`config.mk`:
```
export PLATFORM = sky130hd
export DESIGN_NAME = fifo_wr_arbiter
export DESIGN_NICKNAME = d
export VERILOG_FILES = /design/src/rtl/fifo_arb_pkg.sv /design/src/rtl/fifo_wr_arbiter_rr_pick.sv /design/src/rtl/fifo_wr_arbiter.sv
export SDC_FILE = /design/constraint.sdc
export NUM_CORES = 1
export LEC_CHECK = 0
export CAP_MARGIN = 20
export CORE_MARGIN = 8
export CORE_UTILIZATION = 33
export DETAILED_ROUTE_END_ITERATION = 12
export MAX_ROUTING_LAYER = met4
export PLACE_DENSITY = 0.84
export SLEW_MARGIN = 20
export SYNTH_ARGS = -nofsm -noshare
export SYNTH_HDL_FRONTEND = slang
export SYNTH_SLANG_ARGS = --single-unit
```
`constraint.sdc`:
```
create_clock -name clk -period 1.8 [get_ports clk]
set_input_delay 0.27 -clock clk [delete_from_list [all_inputs] [get_ports clk]]
set_output_delay 0.27 -clock clk [all_outputs]
set_load 0.05 [all_outputs]
```
`src/rtl/fifo_arb_pkg.sv`:
```
// rtl/fifo_arb_pkg.sv - shared state encoding and default sizing for the FIFO write arbiter
package fifo_arb_pkg;

    typedef enum logic {
        IDLE  = 1'b0,
        GRANT = 1'b1
    } arb_state_t;

    localparam int DEF_NUM_REQ   = 4;
    localparam int DEF_DATA_W    = 8;
    localparam int DEF_MAX_BURST = 4;

endpackage

```
`src/rtl/fifo_wr_arbiter_rr_pick.sv`:
```
// rtl/fifo_wr_arbiter_rr_pick.sv - combinational rotating-priority encoder (module rr_pick)
module rr_pick
    import fifo_arb_pkg::*;
#(
    parameter int NUM_REQ = DEF_NUM_REQ,
    parameter int IDX_W   = $clog2(DEF_NUM_REQ)
) (
    input  logic [NUM_REQ-1:0] req,
    input  logic [IDX_W-1:0]   rr_ptr,
    output logic [IDX_W-1:0]   idx,
    output logic               found
);

    always_comb begin
        idx   = '0;
        found = 1'b0;
        // Scan from rr_ptr upward, wrapping, and keep the first hit.
        for (int k = 0; k < NUM_REQ; k++) begin
            if (!found && req[(int'(rr_ptr) + k) % NUM_REQ]) begin
                idx   = IDX_W'((int'(rr_ptr) + k) % NUM_REQ);
                found = 1'b1;
            end
        end
    end

endmodule

```
`src/rtl/fifo_wr_arbiter.sv`:
```
// rtl/fifo_wr_arbiter.sv - round-robin burst arbiter onto a shared FIFO; FIFO_ARB_STATS_EN adds stall_cnt
module fifo_wr_arbiter
    import fifo_arb_pkg::*;
#(
    parameter int NUM_REQ   = DEF_NUM_REQ,
    parameter int DATA_W    = DEF_DATA_W,
    parameter int MAX_BURST = DEF_MAX_BURST
) (
    input  logic                        clk,
    input  logic                        reset,
    input  logic [NUM_REQ-1:0]          req,
    input  logic [NUM_REQ*DATA_W-1:0]   din,
    output logic [NUM_REQ-1:0]          gnt,
    input  logic                        fifo_full,
    output logic                        fifo_wr_en,
    output logic [DATA_W-1:0]           fifo_din,
    output logic                        busy,
    output logic [$clog2(NUM_REQ)-1:0]  owner
`ifdef FIFO_ARB_STATS_EN
    ,
    output logic [15:0]                 stall_cnt
`endif
);

    localparam int OW = $clog2(NUM_REQ);
    localparam int BW = (MAX_BURST > 1) ? $clog2(MAX_BURST) : 1;

    arb_state_t     r_state;
    arb_state_t     w_state_nxt;
    logic [OW-1:0]  r_owner;
    logic [OW-1:0]  w_owner_nxt;
    logic [OW-1:0]  r_rr_ptr;
    logic [OW-1:0]  w_rr_nxt;
    logic [OW-1:0]  w_owner_inc;
    logic [OW-1:0]  w_pick_idx;
    logic           w_pick_found;
    logic [BW-1:0]  r_beat_cnt;
    logic [BW-1:0]  w_beat_nxt;
    logic           w_req_own;
    logic           w_wr_en;

    rr_pick #(
        .NUM_REQ (NUM_REQ),
        .IDX_W   (OW)
    ) u_rr_pick (
        .req    (req),
        .rr_ptr (r_rr_ptr),
        .idx    (w_pick_idx),
        .found  (w_pick_found)
    );

    assign w_req_own   = req[r_owner];
    assign w_owner_inc = (r_owner == OW'(NUM_REQ - 1)) ? '0 : r_owner + 1'b1;

    always_comb begin
        w_state_nxt = r_state;
        w_owner_nxt = r_owner;
        w_rr_nxt    = r_rr_ptr;
        w_beat_nxt  = r_beat_cnt;
        w_wr_en     = 1'b0;
        fifo_din    = '0;
        gnt         = '0;
        case (r_state)
            IDLE: begin
                if (w_pick_found) begin
                    w_owner_nxt = w_pick_idx;
                    w_state_nxt = GRANT;
                end
            end
            GRANT: begin
                // Reset suppresses the write in the very cycle it arrives.
                w_wr_en      = w_req_own && !fifo_full && !reset;
                fifo_din     = din[r_owner*DATA_W +: DATA_W];
                gnt[r_owner] = w_wr_en;
                if (!w_req_own || (w_wr_en && r_beat_cnt == BW'(MAX_BURST - 1))) begin
                    w_state_nxt = IDLE;
                    w_rr_nxt    = w_owner_inc;
                    w_beat_nxt  = '0;
                end else if (w_wr_en) begin
                    w_beat_nxt  = r_beat_cnt + 1'b1;
                end
            end
            default: w_state_nxt = IDLE;
        endcase
    end

    always_ff @(posedge clk) begin
        if (reset) begin
            r_state    <= IDLE;
            r_owner    <= '0;
            r_rr_ptr   <= '0;
            r_beat_cnt <= '0;
        end else begin
            r_state    <= w_state_nxt;
            r_owner    <= w_owner_nxt;
            r_rr_ptr   <= w_rr_nxt;
            r_beat_cnt <= w_beat_nxt;
        end
    end

    assign fifo_wr_en = w_wr_en;
    assign busy       = (r_state == GRANT);
    assign owner      = r_owner;

`ifdef FIFO_ARB_STATS_EN
    logic [15:0] r_stall_cnt;

    always_ff @(posedge clk) begin
        if (reset) begin
            r_stall_cnt <= '0;
        end else if (r_state == GRANT && w_req_own && fifo_full && r_stall_cnt != 16'hFFFF) begin
            r_stall_cnt <= r_stall_cnt + 16'd1;
        end
    end

    assign stall_cnt = r_stall_cnt;
`endif

endmodule

```
== Word level (Yosys, flattened, before mapping) ==
Cells that the tools add are included.

* Word-level logic and storage cells: 76
* Output and inout port bits: 16
* Flip-flop bits (word level): 7

* Reductions and logical operators: 21
* Bitwise operators: 5
* Shift operators: 1
* Equal/unequal tests: 2
* Mux-type cells: 32
* Add/subtract/negate cells: 5
* Magnitude comparators: 6

{| class="wikitable"
|+ Operators with widths
! kind !! number
|-
| 32-bit by 6-bit indexed part select with 8-bit output || 1
|-
| 1-bit 2-to-1 mux || 16
|-
| 2-bit 2-to-1 mux || 7
|-
| 3-bit by 4-bit < comparator with 1-bit output (second input constant) || 3
|-
| 1-bit binary-select mux with 2-bit select || 5
|-
| 8-bit 2-to-1 mux || 1
|-
| 1-bit logical AND || 7
|-
| 2-bit by 1-bit adder with 2-bit output (second input constant) || 3
|-
| 1-bit logical NOT || 6
|-
| 2-bit by 3-bit < comparator with 1-bit output (second input constant) || 2
|-
| 2-bit AND reduction || 3
|-
| 2-bit OR reduction || 3
|-
| 2-bit adder (second input constant) || 2
|-
| 4-bit bitwise AND || 1
|-
| 2-bit equality test (second input constant) || 2
|-
| 4-bit 2-to-1 mux || 1
|-
| 1-bit bitwise AND (first input constant) || 3
|-
| 1-bit demux with 2-bit select || 1
|-
| 2-bit by 1-bit >= comparator with 1-bit output (second input constant) || 1
|-
| 1-bit case mux with 2 select lines || 1
|-
| 2-bit nonzero test || 1
|-
| 1-bit logical OR || 1
|-
| 1-bit inverter || 1
|}

== Logic depth before layout (Yosys ltp) ==
Gate-level depths: netlist (run 1).

* Word-level depth: 16
* Mapped depth: 5

== Cells and area by module ==
From an unflattened synthesis (run 1), not the netlist that was laid out.

* Cells, all modules: 80
* Area total of the unflattened synthesis: 764.5 um^2

{| class="wikitable"
|+ By module, submodules not included
! module !! cells an instance !! area each (um^2) !! times used
|-
| fifo_wr_arbiter || 65 || 686.9 || 1
|-
| rr_pick || 15 || 77.6 || 1
|}

== Worst setup path before layout (run 1) ==
No wires, ideal clock.

* Path kind: register to output
* From: reg r_owner[0], in the netlist owner[0]
* To: out gnt[0]
* Stages on the path, launching flop included: 5
* Path buffers: 1
* Data required time: 1,530 ps
* Arrival: 1,989 ps
* Path slack: -459 ps
* Cell sequence: dfxtp_1 > mux4_2 > and3_1 > buf_6 > and2_1

* Cells in the longest elaborated chain, start to end: 6
* Elaborated cells on any way between the ends: 11
* Those cells by class: 2 x order compare; 5 x mux; 1 x bitwise; 3 x reduce/logical

{| class="wikitable"
|+ RTL lines
! element !! RTL line !! text
|-
| start: declaration || fifo_wr_arbiter.sv:30 || <nowiki>logic [OW-1:0] r_owner;</nowiki>
|-
| start signal: assignment || fifo_wr_arbiter.sv:95 || <nowiki>r_owner <= w_owner_nxt;</nowiki>
|-
| 2-bit by 3-bit < comparator with 1-bit output (not written as such), or another cell as far along || fifo_wr_arbiter.sv:74 || <nowiki>gnt[r_owner] = w_wr_en;</nowiki>
|-
| 1-bit logical AND (not written as such) / 1-bit 2-to-1 mux (equally long branches) || fifo_wr_arbiter.sv:74, fifo_wr_arbiter.sv:52 ||
|-
| 1-bit 2-to-1 mux (not written as such) / 1-bit logical AND (equally long branches) || fifo_wr_arbiter.sv:74, fifo_wr_arbiter.sv:72 ||
|-
| 1-bit demux with 2-bit select / 1-bit logical AND (equally long branches) || fifo_wr_arbiter.sv:74, fifo_wr_arbiter.sv:72 ||
|-
| 4-bit bitwise AND (no source line) * || - ||
|-
| 4-bit 2-to-1 mux * || fifo_wr_arbiter.sv:63 || <nowiki>case (r_state)</nowiki>
|-
| end: declaration || fifo_wr_arbiter.sv:13 || <nowiki>output logic [NUM_REQ-1:0] gnt,</nowiki>
|}

Every way passes the cells marked *; elsewhere a longest branch is shown, timed or not. The select of a mux whose other input is x is not followed.

== Final worst setup path (run 1) ==
* From: reg r_owner[0], in the netlist owner[0]
* To: out gnt[2]

Same word-level chain as after synthesis.

==> results of run 1 <==
area by class of cell:
class	count	share of cell area
multi-input combinational	59	0.3883
tap	28	0.02343
timing repair buffer	70	0.4661
clock buffer	4	0.01757
sequential	7	0.09707
inverter	3	0.007531
layer usage:
metal	vias up	global-route usage	share of wire
met4	0	0.05983	0.012
met5	-	-	0
met1	410	0.1780	0.42
met2	59	0.2830	0.47
li1	415	-	-
met3	4	0.05735	0.10
kinds of logic (layout without fill, tap and decap cells):
family                     count (synthesis)  after routing
and+or+nand+nor                           28             28
adders and majority gates                  5              5
AOI/OAI and AO/OA                         15             15
buffers and inverters                      8             77
muxes                                     11             11
DFF                                        7              7
stage by stage:
stage | area, µm² | instances | hold WS (ns) | power [mW] | setup TNS [ns]
floorplan | 759.5 | 74 | 0.4459 | 0.3822 | -0.04154
global placement | 1379 | 164 | 0.4536 | 0.5524 | -0.8945
detailed placement | 1379 | 164 | 0.4640 | 0.5648 | -1.419
CTS | 1491 | 171 | 0.4756 | 0.7438 | -0.8883
global route | 1495 | 171 | 0.5067 | 0.7794 | -1.406
finish | 1495 | 171 | 0.4730 | 0.7430 | -0.8946
worst paths after layout:
path	end	cells after the start
max reg2reg	r_beat_cnt[1]	5
min reg2reg	r_beat_cnt[1]	1
min	r_beat_cnt[1]	1
max	gnt[2]	4
report_power, final:
group          leakage [nW]  switching [mW]  internal (mW)  total (mW)
sequential           0.0584          0.0102          0.165       0.176
clock                0.0150          0.0538         0.0843       0.138
combinational         0.551           0.198          0.232       0.429
total                 0.625           0.262          0.481       0.743
cells in the final DEF, fill, tap and decap left out, drive strengths merged, types with 2 or more instances in the layout:
| cell | synthesis | layout |
|---|---|---|
| inv | 3 | 3 |
| ha | 5 | 5 |
| mux4 | 9 | 9 |
| a21oi | 5 | 5 |
| nor2 | 4 | 4 |
| dlygate4sd2 | 0 | 4 |
| clkdlybuf4s50 | 0 | 34 |
| nor3 | 3 | 3 |
| buf | 2 | 32 |
| dfxtp | 7 | 7 |
| clkbuf | 3 | 4 |
| nand2 | 4 | 4 |
| o21ai | 2 | 2 |
| and2 | 12 | 12 |
flip-flops by register name, summed over array words and instances, names as in the netlist:
| register | cells |
|---|---|
| r_rr_ptr | 2 |
| r_beat_cnt | 2 |
| owner | 2 |
| busy | 1 |
cells in the mapped netlist (all sizes together), types with 2 or more instances:
library cell  number
clkbuf             3
nor2               4
buf                2
o21ai              2
dfxtp              7
nor3               3
nand2              4
inv                3
and2              12
a21oi              5
mux4               9
ha                 5
timing repair:
item	CTS	global route
buffers inserted	3	0
setup endpoints to repair	13	13
pin swaps	2	0
gates resized for setup	27	1
==> flow_summary.ini, run 1 <==
[detailed_routing]
avgViaCountPerCell = 5.193
via_count = 888
ant_nets = 0
wl_per_cell_um = 19.74
drt-total-wl_um = 3375
drc = 0
drtIter0Drc = 42
first_pass_iters = 4

[yosys]
ys_seq_elements = 7
synth_simple_gate_area_frac = 0.2113
synth_ff_type = dfxtp_1
synth.area.top_cells = mux4_2, dfxtp_1, and2_1, ha_1, mux4_1
syn_nets = 118
syn_inst = 74
synth_warnings = 0
synth-edff-count = 0
muxShareOfSynthArea = 0.3127
async_reset_ff_frac = 0
synth-compound-area-share = 0.1443
synthXorXnorAreaFrac = 0
ys_seq_area_frac = 0.1924
yosysTopAreaCellShare = 0.2474
avgSynthCellArea_um2 = 9.841
synth_top_family_by_area = multiplexers
synth_top_cell_by_area = mux4_2
yosys.area_share.adder = 0.08591
syn_area_um2 = 728.2
synth_cell_type_count = 29

[die]
die-height_um = 62.98
initial_core_util = 0.3390
ioPinCount = 55
coreArea_mm2 = 0.002148
die_w_um = 62.98
rows = 17
die_area_mm2 = 0.003966

[min_path]
hold_class = reg -> reg
min_from = r_beat_cnt[1]

[worst_setup_path]
cpPeakStageDelay_ns = 0.53
critPathMaxFanout = 6
reg2reg_from = owner[0]
worstSetupStartpointType = register
critPathSlowestCell = mux4_2
worst-path-buf-inv = 1
path_class = reg -> out
cp-end-kind = output pin
path_cells = mux4_2, and3_4, and2_4, buf_8
cp_data_required_time_ns = 1.53
r2r_slack_ns = 0.11
path_delay_family = multiplexers
arrival_ns = 1.63
startpoint = owner[0]

[sta]
fin_crit_sh = 1.058
rsz0062_at_grt = yes
setup_slack_ns = -0.1043
worst_slew_margin_rel = 0.8347
min_period_ns = 1.904
hold_viol_final = 0
fmax_mhz = 525.1
setup-violations-final = 12
finClkSkew_ns = 0.006478
worst_slew_pin_slew_ns = 0.2457
maxSlewViolCount = 0

[global_route]
grt_usage = 0.1679
gr-total-overflow = 0
grt_pass1_vias = 983
antenna_found_initial = 0
grt_pass1_wl_um = 5112
grt_max_degree = 16

[cells_and_area]
fill_cells = 154
diodes = 0
seqCellArea_um2 = 145.1
area_delta_synth_final_pct = 105.3
final_nets = 188
multi_input_area_um2 = 580.6
drive_above_1_share = 0.4336
utilization = 0.6960

[cts]
h-tree-depth = 1
worstSkewPairLatency_ns = 0.25
numCtsBuffers = 3
hold_buffers = 0
cts_max_path_buffers = 2
path_clk_slew_ns = 0.05
cts_tree = done
root_buffer = clkbuf_4
clock_sinks = 7

[power_and_ir_drop]
leakage_nw = 0.6248
power_density_mw_per_mm2 = 496.9
ir_worst_vdd_v = 0.0003450

[place]
gp_congestion = 0.8262
hpwl_um = 2557
place_ws_ns = -0.2337
port_buffers = 54

[job]
cap_violations = 0

[status]
status = finished, violations left
violations = negative setup slack
Note: power is estimated with default switching activity, not from simulation.
==> run 2, diff against run 1 <==
- CTS_CLUSTER_SIZE: unset -> 20
- clock period: 1.8 -> 1.91 ns (I/O delays scaled with it)
==> flow_summary.ini, run 2 (synthesized netlist as in run 1, its figures left out) <==
[status]
status = finished, violations left
violations = negative setup slack

[worst_setup_path]
r2r_slack_ns = 0.19
cp-end-kind = output pin
reg2reg_from = owner[0]
reg2reg_to = r_beat_cnt[1]
critPathMaxFanout = 5
startpoint = owner[0]
endpoint = gnt[3]
worst_r2r_path_depth = 5
worstSetupStartpointType = register
arrival_ns = 1.68
cp_data_required_time_ns = 1.62
path_class = reg -> out

[die]
coreArea_mm2 = 0.002148
initial_core_util = 0.3390
ioPinCount = 55
rows = 17
die_area_mm2 = 0.003966
die_w_um = 62.98
die-height_um = 62.98

[sta]
setup_slack_ns = -0.05603
min_period_ns = 1.966
worst_slew_margin_rel = 0.8408
fin_setup_tns_ns = -0.2195
setup-violations-final = 5
fmax_mhz = 508.6
rsz0062_at_grt = yes
maxSlewViolCount = 0
hold_viol_final = 0
worst_slew_pin_slew_ns = 0.2366
finClkSkew_ns = 0.002819
fin_crit_sh = 1.029

[power_and_ir_drop]
clockPowerShare = 0.191
total_power_uw = 694.7
p_sw_frac = 0.3565
power_frac_comb = 0.571
seq_power_share = 0.237
leakage_nw = 0.6180
ir_worst_vdd_v = 0.0003219
intPower_uw = 447.0
p_sw_uw = 247.7
power_density_mw_per_mm2 = 467.0

[min_path]
whs_path_depth = 1
hold_class = reg -> reg

[cells_and_area]
most-common-layout-cells = clkdlybuf4s50_1, buf_4, and2_4, mux4_2, buf_6
final_common_cell = clkdlybuf4s50_1
diodes = 0
utilization = 0.6925
fill_cells = 139
final_nets = 187
drive_above_1_share = 0.4225
area_delta_synth_final_pct = 104.3

[detailed_routing]
wl_per_cell_um = 19.71
avgViaCountPerCell = 5.276
drc = 0
ant_nets = 0
drt-total-wl_um = 3351
via_count = 897
drtIter0Drc = 44
first_pass_iters = 4

[place]
place_ws_ns = -0.2161
port_buffers = 54
gp_congestion = 0.7973
hpwl_um = 2389

[cts]
cts_max_path_buffers = 2
worstSkewPairLatency_ns = 0.25
path_clk_slew_ns = 0.05
h-tree-depth = 1
numCtsBuffers = 3
cts_tree = done
root_buffer = clkbuf_4
hold_buffers = 0
clock_sinks = 7

[global_route]
gr-total-overflow = 0
grt_usage = 0.1533
grt_pass1_wl_um = 4761
grt_pass1_vias = 895
antenna_found_initial = 0
grt_max_degree = 16

[job]
cap_violations = 0
==> run 2: layer usage <==
metal,global-route usage,vias up,part of all wire
li1,-,413,-
met1,0.1710,425,0.41
met2,0.2535,55,0.48
met3,0.04659,4,0.097
met4,0.05128,0,0.014
met5,-,-,0
==> run 2: worst min-delay path by stage <==
stage                        startpoint             to  slack, ns
final                     r_beat_cnt[1]  r_beat_cnt[1]       0.48
after global routing      r_beat_cnt[1]  r_beat_cnt[1]       0.52
after CTS                 r_beat_cnt[1]  r_beat_cnt[1]       0.49
after detailed placement  r_beat_cnt[1]  r_beat_cnt[1]       0.48
after global placement    r_beat_cnt[1]  r_beat_cnt[1]       0.45
after floorplan           r_beat_cnt[1]  r_beat_cnt[1]       0.45
==> run 2: final cells by class <==
cell class | instances | area (µm²) | area share
inverters | 3 | 11.26 | 0.007569
well taps | 28 | 35.03 | 0.02355
multi-input cells | 59 | 578.1 | 0.3886
flip-flops and latches | 7 | 145.1 | 0.09756
repair buffers | 69 | 691.9 | 0.4651
clock buffers | 4 | 26.28 | 0.01766
==> run 2: through the flow <==
step	cells	hold slack (ns)	instance area [µm²]
6_report	170	0.4802	1488
5_1_grt	170	0.5173	1488
4_1_cts	169	0.4885	1435
3_5_place_dp	163	0.4765	1336
3_3_place_gp	163	0.4512	1336
2_1_floorplan	74	0.4459	738.2
==> run 2: repair_timing <==
item / CTS / global route
gates resized for setup: 23 / 16
pin swaps: 5 / 1
setup endpoints to repair: 12 / 13
buffers inserted: 2 / 1
==> run 2: critical path, cell delays in order, from the launching register on <==
cell     delay (ns)
dfxtp_4        0.37
mux4_2         0.55
and3_4         0.21
and2_4         0.15
buf_8          0.14
==> run 2: power groups by stage <==
stage / clock [mW] / combinational [mW] / sequential [mW]
after floorplan: 0 / 0.169 / 0.185
after global placement: 0 / 0.341 / 0.165
after detailed placement: 0 / 0.349 / 0.166
after CTS: 0.140 / 0.360 / 0.163
after global routing: 0.148 / 0.419 / 0.165
final: 0.133 / 0.397 / 0.165
